$ cat src/rtl/mod_frame_ctrl_pkg.sv
// Shared PHY definitions for the frame controller.
// Holds the state encoding, bits-per-symbol constants and the pad helper.
package mod_frame_ctrl_pkg;

  localparam int LEN_W_DEF = 11;
  localparam int BPS_QAM16 = 4;
  localparam int BPS_QPSK  = 2;

  typedef enum logic [2:0] {
    ST_IDLE  = 3'd0,
    ST_CFG   = 3'd1,
    ST_RUN   = 3'd2,
    ST_PAD   = 3'd3,
    ST_FLUSH = 3'd4,
    ST_DONE  = 3'd5
  } state_t;

  // bps is a power of two, so (bps - len mod bps) mod bps is (-len) masked by bps-1.
  function automatic logic [2:0] calc_pad(input logic [1:0] len_lsb, input logic qam);
    logic [2:0] mask;
    mask = qam ? 3'(BPS_QAM16 - 1) : 3'(BPS_QPSK - 1);
    return (3'd0 - {1'b0, len_lsb}) & mask;
  endfunction

endpackage

$ cat src/rtl/mod_frame_ctrl_if.sv
// One-bit Wishbone-style stream link; used both toward the bit source and toward the mapper.
// The master drives data/strobes, the slave answers with ack.
interface mod_frame_ctrl_if;
  logic dat;
  logic cyc;
  logic stb;
  logic we;
  logic ack;

  modport master (output dat, output cyc, output stb, output we, input ack);
  modport slave  (input dat, input cyc, input stb, input we, output ack);
endinterface

$ cat src/rtl/mod_out_stage.sv
// One-entry output register: loaded bit shows with stb the next cycle and holds until acked.
// rdy_o tells the producer a load this cycle cannot overwrite an unaccepted bit.
module mod_out_stage (
  input  logic clk_i,
  input  logic rst_ni,
  input  logic clr_i,
  input  logic load_i,
  input  logic dat_i,
  input  logic ack_i,
  output logic rdy_o,
  output logic stb_o,
  output logic dat_o
);

  logic stb_q;
  logic dat_q;

  always_ff @(posedge clk_i or negedge rst_ni) begin
    if (!rst_ni) begin
      stb_q <= 1'b0;
      dat_q <= 1'b0;
    end else if (clr_i) begin
      stb_q <= 1'b0;
      dat_q <= 1'b0;
    end else if (load_i) begin
      stb_q <= 1'b1;
      dat_q <= dat_i;
    end else if (ack_i) begin
      stb_q <= 1'b0;
    end
  end

  assign rdy_o = ~stb_q | ack_i;
  assign stb_o = stb_q;
  assign dat_o = dat_q;

endmodule

$ cat src/rtl/mod_frame_ctrl.sv
// Frame controller: pulls frame_len bits from the source, pads with zeros to a whole symbol,
// and forwards them through a one-entry register to the mapper (1-cycle latency, stalls on ACK_I).
module mod_frame_ctrl
  import mod_frame_ctrl_pkg::*;
#(
  parameter int LEN_W = LEN_W_DEF
) (
  input  logic             CLK_I,
  input  logic             RST_I,
  input  logic             start,
  input  logic             mode_req,
  input  logic [LEN_W-1:0] frame_len,
  input  logic             abort,
  mod_frame_ctrl_if.slave  src,
  mod_frame_ctrl_if.master map,
  output logic             QAM,
  output logic             QPSK,
  output logic             busy,
  output logic             done,
  output logic             err
);

  state_t           state_q;
  logic [LEN_W-1:0] len_q;
  logic [LEN_W-1:0] cnt_q;
  logic [2:0]       pad_q;
  logic [2:0]       pad_cnt_q;
  logic             qam_q;
  logic             cyc_q;
  logic             done_q;
  logic             err_q;

  logic stg_rdy;
  logic stg_stb;
  logic stg_dat;
  logic stg_load;
  logic stg_load_dat;
  logic stg_clr;
  logic src_ack;
  logic pad_inject;
  logic last_bit;
  logic last_pad;
  logic aborting;

  assign aborting   = abort & (state_q != ST_IDLE);
  assign src_ack    = src.cyc & src.stb & src.we & (state_q == ST_RUN) & stg_rdy;
  assign pad_inject = (state_q == ST_PAD) & stg_rdy;
  assign last_bit   = (cnt_q == len_q - LEN_W'(1));
  assign last_pad   = (pad_cnt_q == pad_q - 3'd1);

  // Abort drops whatever sits in the output register, even a bit accepted this cycle.
  assign stg_clr      = aborting;
  assign stg_load     = src_ack | pad_inject;
  assign stg_load_dat = (state_q == ST_RUN) ? src.dat : 1'b0;

  mod_out_stage u_out_stage (
    .clk_i  (CLK_I),
    .rst_ni (RST_I),
    .clr_i  (stg_clr),
    .load_i (stg_load),
    .dat_i  (stg_load_dat),
    .ack_i  (map.ack),
    .rdy_o  (stg_rdy),
    .stb_o  (stg_stb),
    .dat_o  (stg_dat)
  );

  always_ff @(posedge CLK_I or negedge RST_I) begin
    if (!RST_I) begin
      state_q   <= ST_IDLE;
      len_q     <= '0;
      cnt_q     <= '0;
      pad_q     <= '0;
      pad_cnt_q <= '0;
      qam_q     <= 1'b0;
      cyc_q     <= 1'b0;
      done_q    <= 1'b0;
      err_q     <= 1'b0;
    end else begin
      done_q <= 1'b0;
      err_q  <= 1'b0;
      if (aborting) begin
        state_q   <= ST_IDLE;
        cyc_q     <= 1'b0;
        err_q     <= 1'b1;
        cnt_q     <= '0;
        pad_cnt_q <= '0;
      end else begin
        case (state_q)
          ST_IDLE: begin
            if (start) begin
              len_q     <= frame_len;
              cnt_q     <= '0;
              pad_cnt_q <= '0;
              state_q   <= ST_CFG;
            end
          end
          ST_CFG: begin
            qam_q <= mode_req;
            pad_q <= calc_pad(len_q[1:0], mode_req);
            if (len_q == '0) begin
              err_q   <= 1'b1;
              state_q <= ST_IDLE;
            end else begin
              cyc_q   <= 1'b1;
              state_q <= ST_RUN;
            end
          end
          ST_RUN: begin
            if (src_ack) begin
              cnt_q <= cnt_q + LEN_W'(1);
              if (last_bit) state_q <= (pad_q != 3'd0) ? ST_PAD : ST_FLUSH;
            end
          end
          ST_PAD: begin
            if (pad_inject) begin
              pad_cnt_q <= pad_cnt_q + 3'd1;
              if (last_pad) state_q <= ST_FLUSH;
            end
          end
          ST_FLUSH: begin
            // stg_rdy here means the register is empty after this edge.
            if (stg_rdy) begin
              cyc_q   <= 1'b0;
              done_q  <= 1'b1;
              state_q <= ST_DONE;
            end
          end
          ST_DONE: state_q <= ST_IDLE;
          default: state_q <= ST_IDLE;
        endcase
      end
    end
  end

  assign src.ack = src_ack;
  assign map.dat = stg_dat;
  assign map.stb = stg_stb;
  assign map.we  = stg_stb;
  assign map.cyc = cyc_q;
  assign QAM     = qam_q;
  assign QPSK    = ~qam_q;
  assign busy    = (state_q != ST_IDLE);
  assign done    = done_q;
  assign err     = err_q;

endmodule

$ cat src/flat_wrapper.sv
// flat-port wrapper written by rule: the top's interface ports become plain ports
module mod_frame_ctrl_flat import mod_frame_ctrl_pkg::*;
#(
  parameter int LEN_W = LEN_W_DEF
)
  (CLK_I, RST_I, start, mode_req, frame_len, abort, QAM, QPSK, busy, done, err, src_dat, src_cyc, src_stb, src_we, src_ack, map_dat, map_cyc, map_stb, map_we, map_ack);
  mod_frame_ctrl_if src_i ();
  mod_frame_ctrl_if map_i ();
  input  logic CLK_I;
  input  logic RST_I;
  input  logic start;
  input  logic mode_req;
  input  logic [LEN_W-1:0] frame_len;
  input  logic abort;
  output logic QAM;
  output logic QPSK;
  output logic busy;
  output logic done;
  output logic err;
  input wire logic [$bits(src_i.dat)-1:0] src_dat;
  input wire logic [$bits(src_i.cyc)-1:0] src_cyc;
  input wire logic [$bits(src_i.stb)-1:0] src_stb;
  input wire logic [$bits(src_i.we)-1:0] src_we;
  output wire logic [$bits(src_i.ack)-1:0] src_ack;
  output wire logic [$bits(map_i.dat)-1:0] map_dat;
  output wire logic [$bits(map_i.cyc)-1:0] map_cyc;
  output wire logic [$bits(map_i.stb)-1:0] map_stb;
  output wire logic [$bits(map_i.we)-1:0] map_we;
  input wire logic [$bits(map_i.ack)-1:0] map_ack;
  assign src_i.dat = src_dat;
  assign src_i.cyc = src_cyc;
  assign src_i.stb = src_stb;
  assign src_i.we = src_we;
  assign src_ack = src_i.ack;
  assign map_dat = map_i.dat;
  assign map_cyc = map_i.cyc;
  assign map_stb = map_i.stb;
  assign map_we = map_i.we;
  assign map_i.ack = map_ack;
  mod_frame_ctrl #(.LEN_W(LEN_W)) u_core (.CLK_I(CLK_I), .RST_I(RST_I), .start(start), .mode_req(mode_req), .frame_len(frame_len), .abort(abort), .src(src_i), .map(map_i), .QAM(QAM), .QPSK(QPSK), .busy(busy), .done(done), .err(err));
endmodule
$ cat config.mk
export PLATFORM = sky130hd
export DESIGN_NAME = mod_frame_ctrl_flat
export DESIGN_NICKNAME = d
export VERILOG_FILES = /design/src/rtl/mod_frame_ctrl_pkg.sv /design/src/rtl/mod_frame_ctrl_if.sv /design/src/rtl/mod_out_stage.sv /design/src/rtl/mod_frame_ctrl.sv /design/src/flat_wrapper.sv
export SDC_FILE = /design/constraint.sdc
export NUM_CORES = 1
export LEC_CHECK = 0
export CAP_MARGIN = 20
export CORE_UTILIZATION = 40
export DETAILED_ROUTE_END_ITERATION = 10
export GPL_ROUTABILITY_DRIVEN = 0
export SLEW_MARGIN = 20
export SYNTH_ARGS = -nofsm -noshare
export SYNTH_HDL_FRONTEND = slang
export SYNTH_SLANG_ARGS = --single-unit
$ cat constraint.sdc
create_clock -name CLK_I -period 4.7 [get_ports CLK_I]
set_input_delay 0.47 -clock CLK_I [delete_from_list [all_inputs] [get_ports CLK_I]]
set_output_delay 0.47 -clock CLK_I [all_outputs]
set_load 0.01 [all_outputs]
* Yosys cells after proc, flatten, opt, wreduce, memory -nomap -nowiden
Index checks and enable logic that the tools add are counted.
Storage, ports and cells: logic and storage cells 91, output and inout port bits 10, bits of input ports 21, register bits 37
Cells by class: reduce and logical (&&, ||, !) cells 15, equality and inequality tests 13, bitwise operators 12, add/subtract/negate cells 5, mux-type cells 35
Operator list (number):
- $mux W11 | 3
- $mux W3 | 11
- $pmux W11 S2 | 1
- $reduce_bool A3 Y1 | 6
- $mux W1 | 15
- $ne A3 B1 Y1 const B | 5
- $pmux W3 S5 | 1
- $reduce_and A3 Y1 | 4
- $add A11 B1 Y11 const B | 1
- $eq A11 B11 Y1 | 1
- $logic_not A11 Y1 | 1
- $sub A11 B1 Y11 const B | 1
- $and A1 B1 Y1 | 6
- $eq A3 B2 Y1 const B | 2
- $ne A3 B2 Y1 const B | 2
- $pmux W3 S2 | 1
- $reduce_and A6 Y1 | 1
- $mux W2 | 2
- $add A3 B1 Y3 const B | 1
- $and A3 B3 Y3 | 1
- $eq A3 B1 Y1 const B | 1
- $eq A3 B3 Y1 | 1
- $eq A3 B3 Y1 const B | 1
- $logic_not A3 Y1 | 1
- 7 further kinds | 10

* Longest topological paths before layout
Gate-level depths: netlist (run 1).
depth in word-level cells 7, depth in mapped cells 8, depth with buffers taken out 8

* Hierarchy
Synthesis (run 1) repeated with hierarchy kept, for this count alone.
Second synthesis, totals: cells, all modules 244, area total of the unflattened synthesis 2268.4 um^2
By module, submodules not included:
- mod_frame_ctrl | area an instance 2178.3 um^2, instances 1, sequential area each 850.8 um^2, cells each 237
- mod_out_stage | area an instance 90.1 um^2, instances 1, sequential area each 50.0 um^2, cells each 7

* Worst setup path before layout (run 1)
Ideal clock, no wire load.
path type flip-flop to flip-flop, from reg u_core.pad_q[0], to reg u_core.state_q[1], buffers on the path 0, setup time 0.121 ns, period minus slack after synthesis 1.861 ns, required time 4.579 ns, setup slack 2.839 ns, arrival time 1.740 ns, cell stages (with the launch flop) 9, cell sequence dfrtp_1 > inv_1 > ha_1 > xor2_1 > a41oi_1 > a221o_1 > a21oi_2 > a31oi_2 > a22o_1
On the way: word-level cells in the longest chain between the ends 6, elaborated cells between the ends (all ways) 10, those cells by class add/sub: 1; eq/ne: 2; mux: 5; reduce/logical: 2
Ends and longest elaborated chain:
- start: declaration | RTL line mod_frame_ctrl.sv:26 | logic [2:0] pad_q;
- start signal: assignment | RTL line mod_frame_ctrl.sv:100 | pad_q <= calc_pad(len_q[1:0], mode_req);
- parallel branches: the longest is 6 deep, another holds $sub A3 B1 Y3
- end signal: assignment | RTL line mod_frame_ctrl.sv:112 | if (last_bit) state_q <= (pad_q != 3'd0) ? ST_PAD : ST_FLUSH;
- end: declaration | RTL line mod_frame_ctrl.sv:23 | state_t state_q;
Several ways; the timed one is not identified. The select of a mux whose other input is x is not followed. A chain may end at the register's enable or synchronous reset.

* Final worst setup path (run 1)
from reg u_core.state_q[0], to reg u_core.cnt_q[2]
On the way: word-level cells in the longest chain between the ends 5, elaborated cells between the ends (all ways) 12, those cells by class eq/ne: 3; mux: 2; bitwise: 3; reduce/logical: 4
Ends and longest elaborated chain:
- $eq A3 B2 Y1 | RTL line mod_frame_ctrl.sv:46, mod_frame_ctrl.sv:89
- $and A1 B1 Y1 (2 in a row) | RTL line mod_frame_ctrl.sv:46 | assign src_ack = src.cyc & src.stb & src.we & (state_q == ST_RUN) & stg_rdy;
- $ne A3 B1 Y1 (no source line)
- $reduce_and A3 Y1 (no source line)
- end signal: assignment | RTL line mod_frame_ctrl.sv:111 | cnt_q <= cnt_q + LEN_W'(1);
- end: declaration | RTL line mod_frame_ctrl.sv:25 | logic [LEN_W-1:0] cnt_q;
Parallel ways exist; a longest one is shown, timed or not.

==> results of run 1 <==
-- path summary, 6_finish.rpt --
kind                                                        end  slack, ps  cells past startpoint
worst max-delay path                u_core.cnt_q[2]$_DFFE_PN0P_       2080                      5
worst min-delay path            u_core.pad_cnt_q[1]$_DFFE_PN0P_        300                      1
worst max register to register      u_core.cnt_q[2]$_DFFE_PN0P_       2080                      5
worst min register to register      u_core.pad_q[1]$_DFFE_PN0P_        490                      2
max in group asynchronous           u_core.len_q[7]$_DFFE_PN0P_       3830                      1
min in group CLK_I                  u_core.pad_q[1]$_DFFE_PN0P_        490                      2
-- power groups by stage --
| stage | sequential, W | clock, W | combinational (W) |
|---|---|---|---|
| floorplan | 0.000503 | 0 | 0.000504 |
| finish | 0.000551 | 0.000208 | 0.000639 |
| global placement | 0.000553 | 0 | 0.000637 |
| global route | 0.000570 | 0.000236 | 0.000709 |
| CTS | 0.000550 | 0.000216 | 0.000642 |
| detailed placement | 0.000557 | 0 | 0.000638 |
-- logic make-up (layout without fill, tap and decap cells) --
kind of cell / Yosys count / count (layout) / synth area share
AND/OR/NAND/NOR: 85 / 85 / 0.222
AO/OA/AOI/OAI: 65 / 65 / 0.190
flip-flops: 36 / 36 / 0.400
buffers and inverters: 23 / 47 / 0.0423
XOR/XNOR: 16 / 16 / 0.0623
multiplexers: 11 / 11 / 0.0551
adder cells (fa/ha/maj): 5 / 5 / 0.0278
-- routing by layer --
metal	vias to the layer above	share of wire	wire, µm	GRT usage
li1	920	-	-	-
met1	879	0.50	2510	0.262
met2	56	0.43	2160	0.271
met3	6	0.053	267	0.0464
met4	0	0.015	74	0.0774
met5	-	0	0	0
-- cell usage after synthesis, drive strengths merged --
library cell	count
dfrtp	36
o21ai	27
nand2	17
nor2	17
mux2	11
nand2b	11
inv	10
xnor2	10
nand3	9
a21oi	8
clkbuf	8
nor3	7
and3	6
o31ai	6
xor2	6
buf	5
ha	5
nor4	5
o22ai	5
a31oi	3
nand4	3
a211oi	2
a21o	2
a221oi	2
a22o	2
a22oi	2
nor2b	2
or3	2
a221o	1
a311o	1
a32o	1
a32oi	1
a41oi	1
and2	1
and4b	1
nand3b	1
nand4b	1
nor4b	1
o21bai	1
or2	1
-- per-stage QoR --
step / power (W) / area (µm²) / cells
after detailed placement: 0.00119 / 2570 / 328
after global placement: 0.00119 / 2570 / 328
final: 0.00140 / 2650 / 335
after floorplan: 0.00101 / 2250 / 241
after global routing: 0.00151 / 2650 / 335
after CTS: 0.00141 / 2650 / 335
-- sequential cells by signal (all words and copies together), names as in the netlist --
signal	flops
u_core.cnt_q	11
u_core.map.cyc	1
u_core.state_q	3
u_core.u_out_stage.stb_o	1
u_core.pad_cnt_q	3
u_core.len_q	11
u_core.pad_q	2
u_core.u_out_stage.dat_o	1
u_core.QAM	1
u_core.err	1
u_core.done	1
-- critical path: stages, from the launching register on --
cell and delay (ps):
dfrtp_1 560, nor3_1 460, inv_1 160, o22ai_1 730, nand2b_1 420, o21ai_0 140
-- cell type report --
class	count	area [µm²]	area share
multi-input cells	182	1250	0.473
flip-flops and latches	36	901	0.340
repair buffers	30	295	0.111
well taps	70	87.6	0.0330
clock buffers	6	72.6	0.0274
inverters	10	37.5	0.0142
clock inverters	1	5.00	0.00189
==> reports/metrics.cfg, run 1 <==
[grt]
grt_use_total = 0.186
grt_pass1_wl_mm = 8.54
overflow = 0
grt_pass1_vias = 1680
grt_max_degree = 37
antenna_found_initial = 0

[power]
intPower_w = 0.000816
clockPowerShare = 0.149
power.density_mw_per_mm2 = 527
pwr-share-comb = 0.457
p_leak_nw = 1.07
peakVddDrop_mv = 0.240
swShare = 0.416
switchingPower_w = 0.000582
p_seq_frac = 0.394

[cts]
clock-root-buffer = clkbuf_8
clock_latency_ps = 290
cts_resized = 0
clkSinkCount = 36
clkSlewWorstSetupHoldPaths_ps = 70
cts_tree = built
numCtsBuffers = 5
post_cts_buffers = 0
cts.hold.buffers_added = 0
h-tree-depth = 2
clockBufferDepth = 2

[detailed_routing]
wl_mm = 5.01
drc = 0
drt_iter0_drc = 155
via_per_inst = 5.56
first_pass_iters = 4
wl_per_cell_um = 14.9
antenna_left = 0
route.vias.total = 1861

[timing]
fin_setup_tns_ps = 0
setup_ws_ps = 2080
hold_viol = 0
tightest_slew_ps = 918
maxSlewViolCount = 0
grt_setup_unrepaired = false
setup_violations = 0
fin_worst_skew_ps = 3.94
fin_crit_ps = 2620
max-slew-margin-rel = 0.388
finalCritPeriodShare = 0.557
max_clock_freq_ghz = 0.382
whs_ps = 303

[placement]
dpl.hpwl_mm = 3.67
dp_slack_ps = 1890
port_buffers = 30

[critical_path]
crit_fanout = 16
end_kind = flip-flop
r2r_start = u_core.state_q[0]$_DFFE_PN0P_
critPathKind = flip-flop to flip-flop
crit_start = u_core.state_q[0]$_DFFE_PN0P_
worstPathArrival_ps = 2770
cp_data_required_time_ps = 4860
critPathLaunchType = flip-flop

[synth]
yosysWarnings = 0
ys_types = 48
ys_seq_elements = 36
seq_area_frac_synth = 0.400
synth_fp_nets = 267
synth_top_area_share = 0.400
syn_inst = 241
yosys-top-cells-area = dfrtp_1, o21ai_0, mux2_2
synth_area_mm2 = 0.00225
yosysTopAreaCell = dfrtp_1
avgSynthCellArea_um2 = 9.33

[floorplanning]
boundaryPins = 31
dieHeight_um = 77.0
fp.dieArea_mm2 = 0.00593
row_count = 26
die_x_um = 77.0
initial_core_util = 0.427
design.core.area_mm2 = 0.00527

[layout]
antenna_cells = 0
drive_gt1_frac = 0.117
final_core_util = 0.503
mostFrequentLayoutCells = dfrtp_1, clkdlybuf4s50_1, o21ai_0
final_common_cell = dfrtp_1
area_growth_syn_to_layout_pct = 17.9
fin_nets = 291
nFillCells = 537

[run]
maxCapViolations = 0

[worst_hold_path]
hold_path.class = input port to async pin

[outcome]
status = completed

Note: power is estimated with default switching activity, not from simulation.
==> inputs of run 2 (changes only) <==
Clock period 4.7 ns to 2.41 ns, I/O delays scaled along.
==> reports/metrics.cfg, run 2 (synthesized netlist as in run 1, its figures left out) <==
[outcome]
status = completed

[layout]
multi_input_area_mm2 = 0.00125
nFillCells = 511
mostFrequentLayoutCells = dfrtp_1, clkdlybuf4s50_1, o21ai_0
area_growth_syn_to_layout_pct = 21.1
drive_gt1_frac = 0.142
largest_registers = u_core.cnt_q (11), u_core.len_q (11)
final_common_cell = dfrtp_1
fin_nets = 299
fin_area_mm2 = 0.00273
final-seq-area_um2 = 901
antenna_cells = 0

[timing]
max-slew-margin-rel = 0.386
tightest_slew_ps = 921
maxSlewViolCount = 0
fin_setup_tns_ps = 0
setup_ws_ps = 319
setup_violations = 0
grt_setup_unrepaired = false
hold_viol = 0
max_clock_freq_ghz = 0.478
fin_crit_ps = 2090
finalCritPeriodShare = 0.867
fin_worst_skew_ps = 8.49

[placement]
postPlaceCellArea_mm2 = 0.00264
dp_slack_ps = 139
port_buffers = 30
dpl.hpwl_mm = 3.77

[detailed_routing]
first_pass_iters = 4
wl_mm = 5.04
via_per_inst = 5.47
antenna_left = 0
drc = 0
wl_per_cell_um = 14.7
drt_iter0_drc = 174
route.vias.total = 1881

[floorplanning]
initial_core_util = 0.427
fp.dieArea_mm2 = 0.00593
boundaryPins = 31
die_x_um = 77.0
row_count = 26
design.core.area_mm2 = 0.00527
dieHeight_um = 77.0

[cts]
cts.hold.buffers_added = 0
cts_tree = built
cts_resized = 0
clock-root-buffer = clkbuf_8
clkSlewWorstSetupHoldPaths_ps = 70
post_cts_buffers = 0
h-tree-depth = 2
clock_latency_ps = 290
clockBufferDepth = 2
numCtsBuffers = 5
clkSinkCount = 36

[power]
pwr-share-comb = 0.474
total_power_w = 0.00283
peakVddDrop_mv = 0.467
p_seq_frac = 0.368
p_leak_nw = 1.12
intPower_w = 0.00168
switchingPower_w = 0.00115
clockPowerShare = 0.158
power.density_mw_per_mm2 = 1040
swShare = 0.407

[grt]
grt_max_degree = 37
grt_pass1_vias = 1732
grt_pass1_wl_mm = 8.60
antenna_found_initial = 0
overflow = 0
grt_use_total = 0.185

[critical_path]
end_kind = flip-flop
worst_path_largest_cell_delay_ps = 380
critPathBufInv = 1
critPathLaunchType = flip-flop
crit_fanout = 3
path_delay_family = compound AO/OA/AOI/OAI gates
critPathKind = flip-flop to flip-flop
slowest_stage = dfrtp_1
cp_data_required_time_ps = 2600
cp_cell_sequence = inv_1 -> ha_1 -> xor2_1 -> a41oi_1 -> a221o_1 -> a21oi_2 -> a31oi_2 -> a221oi_2
worstPathArrival_ps = 2290

[worst_hold_path]
hold_path.class = input port to async pin

[run]
maxCapViolations = 0

## run 2: cell types whose count changed in the layout (fill, tap and decap cells not counted), sizes merged
cell    previous run  this run
clkbuf             7         9
buf                0         8
clkinv             1         0
## run 2: worst paths after layout
check | startpoint | to | slack, ps | cells after the start
max | u_core.pad_q[0]$_DFFE_PN0P_ | u_core.state_q[2]$_DFFE_PN0P_ | 320 | 8
min | RST_I | u_core.pad_cnt_q[0]$_DFFE_PN0P_ | 80 | 1
min reg2reg | u_core.pad_q[1]$_DFFE_PN0P_ | u_core.pad_q[1]$_DFFE_PN0P_ | 490 | 2
min in group CLK_I | u_core.pad_q[1]$_DFFE_PN0P_ | u_core.pad_q[1]$_DFFE_PN0P_ | 490 | 2
max reg2reg | u_core.pad_q[0]$_DFFE_PN0P_ | u_core.state_q[2]$_DFFE_PN0P_ | 320 | 8
max in group asynchronous | RST_I | u_core.pad_cnt_q[2]$_DFFE_PN0P_ | 1760 | 1
## run 2: layout make-up
cell class,instances,share of cell area
Clock buffer,8,0.0331
Inverter,10,0.0138
Multi-Input combinational cell,182,0.460
Sequential cell,36,0.331
Tap cell,70,0.0321
Timing Repair Buffer,38,0.130
## run 2: stage by stage
step / utilization / hold slack, ps / instances
after floorplan: - / -54.6 / 241
after global placement: 0.500 / 426 / 336
after detailed placement: 0.500 / 425 / 336
after CTS: 0.517 / 116 / 344
after global routing: 0.517 / 142 / 344
final: 0.517 / 81.8 / 344
## run 2: power by group through the flow
| stage | Clock, W | Combinational, W | Sequential (W) |
|---|---|---|---|
| floorplan | 0 | 0.000983 | 0.000980 |
| global placement | 0 | 0.00133 | 0.00105 |
| detailed placement | 0 | 0.00134 | 0.00105 |
| CTS | 0.000458 | 0.00135 | 0.00104 |
| global route | 0.000489 | 0.00148 | 0.00107 |
| finish | 0.000446 | 0.00134 | 0.00104 |
## run 2: per-layer routing
metal,track usage,routed length [µm]
met5,0,0
met1,0.261,2380
met3,0.0476,382
met4,0.0660,90
met2,0.272,2190
==> inputs of run 3 (changes only) <==
Settings changed: CORE_MARGIN from default to 10.
==> reports/metrics.cfg, run 3 (synthesized netlist as in run 1, its figures left out) <==
[run]
maxCapViolations = 0

[grt]
grt_pass1_vias = 1941
grt_max_degree = 37
grt_use_total = 0.126
antenna_found_initial = 0
overflow = 0
grt_pass1_wl_mm = 9.12

[critical_path]
crit_fanout = 16
worst_path_largest_cell_delay_ps = 550
cp_cell_sequence = nor3_1 -> inv_1 -> clkdlybuf4s50_1
critPathBufInv = 2
slowest_stage = dfrtp_1
cp.depth = 3
path_delay_family = buffers and inverters
worstPathArrival_ps = 1900
critPathLaunchType = flip-flop
r2r_cells = 6
end_kind = output port
cp_data_required_time_ps = 2170
critPathKind = flip-flop to output port

[placement]
port_buffers = 30
dpl.hpwl_mm = 3.96

[cts]
post_cts_buffers = 0
clkSinkCount = 36
clock-root-buffer = clkbuf_8
cts_resized = 0
clockBufferDepth = 2
cts.hold.buffers_added = 0
numCtsBuffers = 5
clkSlewWorstSetupHoldPaths_ps = 70
clock_latency_ps = 290
h-tree-depth = 2
cts_tree = built

[detailed_routing]
wl_per_cell_um = 15.2
wl_mm = 5.21
via_per_inst = 5.53
antenna_left = 0
drt_iter0_drc = 95
route.vias.total = 1903
first_pass_iters = 4
drc = 0

[timing]
grt_setup_unrepaired = false
max_clock_freq_ghz = 0.468
finalCritPeriodShare = 0.887
max-slew-margin-rel = 0.446
maxSlewViolCount = 0
hold_viol = 0
fin_worst_skew_ps = 6.28
fin_setup_tns_ps = 0
fin_crit_ps = 2140
tightest_slew_ps = 831
setup_violations = 0

[power]
total_power_w = 0.00280
power.density_mw_per_mm2 = 1030
p_leak_nw = 1.11
peakVddDrop_mv = 0.338

[layout]
final_common_cell = dfrtp_1
drive_gt1_frac = 0.136
area_growth_syn_to_layout_pct = 20.6
antenna_cells = 0
fin_nets = 297
mostFrequentLayoutCells = dfrtp_1, clkdlybuf4s50_1, o21ai_0
largest_registers = u_core.cnt_q (11), u_core.len_q (11)

[floorplanning]
die_x_um = 95.0
dieHeight_um = 95.0
fp.dieArea_mm2 = 0.00902
boundaryPins = 31
design.core.area_mm2 = 0.00547
row_count = 27
initial_core_util = 0.411

[worst_hold_path]
hold_path.class = input port to async pin

[outcome]
status = completed

==> run 3: routing by layer <==
layer,part of all wire,GRT usage,up-vias
li1,-,-,927
met3,0.049,0.0254,13
met5,0,0,-
met2,0.50,0.215,42
met1,0.43,0.148,921
met4,0.025,0.0574,0
==> run 3: worst paths after layout <==
| kind | from | end | slack [ps] |
|---|---|---|---|
| max | u_core.state_q[1]$_DFFE_PN0P_ | busy | 270 |
| min | RST_I | u_core.pad_cnt_q[2]$_DFFE_PN0P_ | 40 |
| max reg2reg | u_core.state_q[1]$_DFFE_PN0P_ | u_core.pad_cnt_q[2]$_DFFE_PN0P_ | 280 |
| min reg2reg | u_core.u_out_stage.dat_o$_DFFE_PN0P_ | u_core.u_out_stage.dat_o$_DFFE_PN0P_ | 490 |
| max in group asynchronous | RST_I | u_core.cnt_q[10]$_DFFE_PN0P_ | 1830 |
| min in group CLK_I | u_core.u_out_stage.dat_o$_DFFE_PN0P_ | u_core.u_out_stage.dat_o$_DFFE_PN0P_ | 490 |
==> run 3: worst reg2reg max path, stage by stage (launching register included) <==
cell and delay, ps:
dfrtp_1 550, nor3_1 400, and2_1 590, a221oi_2 130, nor2_1 180, nand2_1 60, o21ai_0 140
==> run 3: final cells by class <==
| type | count | area, µm² |
|---|---|---|
| clock buffer | 8 | 90.1 |
| fill | 543 | 2760 |
| inverter | 10 | 37.5 |
| multi-input combinational | 182 | 1250 |
| sequential | 36 | 901 |
| tap | 72 | 90.1 |
| timing repair buffer | 36 | 340 |
==> run 3: through the flow <==
| stage | hold WS, ps | setup WS [ps] | cell area (µm²) | cells | util |
|---|---|---|---|---|---|
| global placement | 387 | 248 | 2620 | 336 | 0.479 |
| floorplan | -54.6 | 549 | 2250 | 241 | - |
| CTS | 74.6 | 270 | 2710 | 344 | 0.496 |
| global route | 98.7 | 69.3 | 2710 | 344 | 0.496 |
| finish | 44.8 | 272 | 2710 | 344 | 0.496 |
| detailed placement | 389 | 197 | 2620 | 336 | 0.479 |
==> run 3: report_power, final <==
part | leakage [nW] | switching, W | internal, W
clock network | 0.0455 | 0.000212 | 0.000233
logic | 0.593 | 0.000657 | 0.000654
registers | 0.469 | 0.000270 | 0.000775
==> patch: new RTL, flow settings as in run 2 <==
Register the output `err` once more, without a reset; this adds one clock of latency there. The other outputs are not delayed to match.
--- a/src/rtl/mod_frame_ctrl.sv
+++ b/src/rtl/mod_frame_ctrl.sv
@@ -142,7 +142,9 @@
   assign QPSK    = ~qam_q;
   assign busy    = (state_q != ST_IDLE);
   assign done    = done_q;
-  assign err     = err_q;
+  always_ff @(posedge CLK_I) begin
+    err <= err_q;
+  end
 
 endmodule
 
Formal check against the unedited RTL: not equivalent (a bounded check fails within 4 cycles, from zero or initial values and one cycle with RST_I low).
==> patch against run 2 <==
Routed wire length grew 7.8%; count of clock-buffer cells in the layout down 1; setup slack lost 0.29 ns; area after synthesis up 0.56%; total power increased by 8.8%; cell area grew 4.9%; sequential cell count increased by 1; critical path depth is the same; critical endpoint unchanged; largest cell class unchanged; largest power group unchanged.
==> patch: results (changes against run 2) <==
vias in the first global route 1929 (+11%); ys flop type dfrtp_1; Post-Syn Instances 255 (+5.8%); Finished Cell Area 2860 µm² (+4.9%); commonest cells in the netlist dfrtp_1, o21ai_0, nor2_1, nand2_1; Syn Nets 281 (+5.2%); TritonCTS Buffers 5 (unchanged); All-Layer GR Usage 19.7% (+1.2 points); VDD IR max 0.575 mV (+23%); LEAKAGE 0.00117 µW (+4.4%); Synth Warn # 0 (unchanged); CP max-delay cell or4_1; Distinct cells, synth 50 (+4.2%); share of cells above drive strength 1 13.7% (-0.52 points); Synth area leaders dfrtp_1, o21ai_0, mux2_2; post-synthesis async set-or-reset flop share 97.3% (-2.7 points); status completed; Max-Slew Margin vs Limit 45.3% (+6.7 points); kind of cell adding the most delay to the critical path simple AND/OR/NAND/NOR gates; DP Area 2710 µm² (+2.8%); sequential cell area fraction in the yosys report 40.7% (+0.66 points); global-route wire length before repair 9270 µm (+7.9%); post-route setup slack 0.0329 ns (-0.286 ns); nets@finish 324 (+8.4%); reg2reg setup slack 0.03 ns (-0.29 ns); dpl hpwl 3890 µm (+3.1%); Pre-Repair DR Iteration Count 5 (+1); CP max stage delay 0.47 ns (+0.09 ns); Setup Skew 0.0108 ns (+0.00231 ns); vias per cell 5.54 (+1.4%); Worst EP arrival 2.59 ns (+0.30 ns); internal power 1900 µW (+13%); Seq. pwr 1030 µW; worst-path fanout max 5 (+2); # fillers 544 (+6.5%); diode count 0 (unchanged); routed len/inst 14.6 µm (about the same); Final Instance Count excl. Fillers 371 (+7.8%); placed insts 360 (+7.1%); Worst R2R Start u_core.len_q[0]; DR iter-0 viols 178 (+2.3%); Clk. pwr 560 µW (+26%); Worst-Skew Late Latency 0.29 ns (about the same); Slew Limit Fails 0 (unchanged); power share of the clock group 18.2% (+2.4 points); CTS Buffer Depth 2 (unchanged)
[patch: cell count changes after synthesis, moves of 4 or more]
cell / delta
inv_1: +4
buf_2: -4
a21oi_1: +4
nor4_1: +4
nand3_1: +5
o21ai_0: +7
[patch: per-layer routing]
metal	global-route usage [%]	up-vias	wire length (µm)
met5	0	-	0
met4	7.36	0	49
met2	29.5	54	2440
met3	4.29	5	223
met1	27.6	982	2720
li1	-	1016	-
[patch: area by class of cell]
type                       count  share of cell area (%)
timing repair buffer          47                    14.8
tap                           72                    3.15
inverter                      14                    1.84
sequential                    37                    32.2
multi-input combinational    193                    43.9
clock inverter                 1                    1.05
clock buffer                   7                    3.02
[patch: worst min-delay path by stage]
stage	start	to	slack [ns]	cells after the start
2_1_floorplan	RST_I	u_core.QAM	-0.05	0
3_3_place_gp	u_core.err_q	u_core.err	0.33	0
3_5_place_dp	u_core.err_q	u_core.err	0.34	0
4_1_cts	RST_I	u_core.len_q[8]	0.07	1
5_1_grt	RST_I	u_core.map.cyc	0.1	1
6_report	RST_I	u_core.state_q[0]	0.04	1
[patch: logic make-up (layout without fill, tap and decap cells)]
group                    count (synthesis)  after routing  synth area share [%]
multiplexers                             9              9                  4.48
XOR/XNOR                                14             14                  5.42
adder cells (fa/ha/maj)                  5              5                  2.77
buffers and inverters                   25             69                  4.31
AND/OR/NAND/NOR                         94             94                  22.9
flip-flops                              37             37                  40.7
AO/OA/AOI/OAI                           71             71                  19.4
[patch: repair_timing]
| action | CTS | global route |
|---|---|---|
| resized for setup | 1 | 3 |
| setup buffers | 0 | 3 |
| cloned | 0 | 0 |
| hold endpoints to repair | 0 | 0 |
| setup endpoints to repair | 2 | 3 |
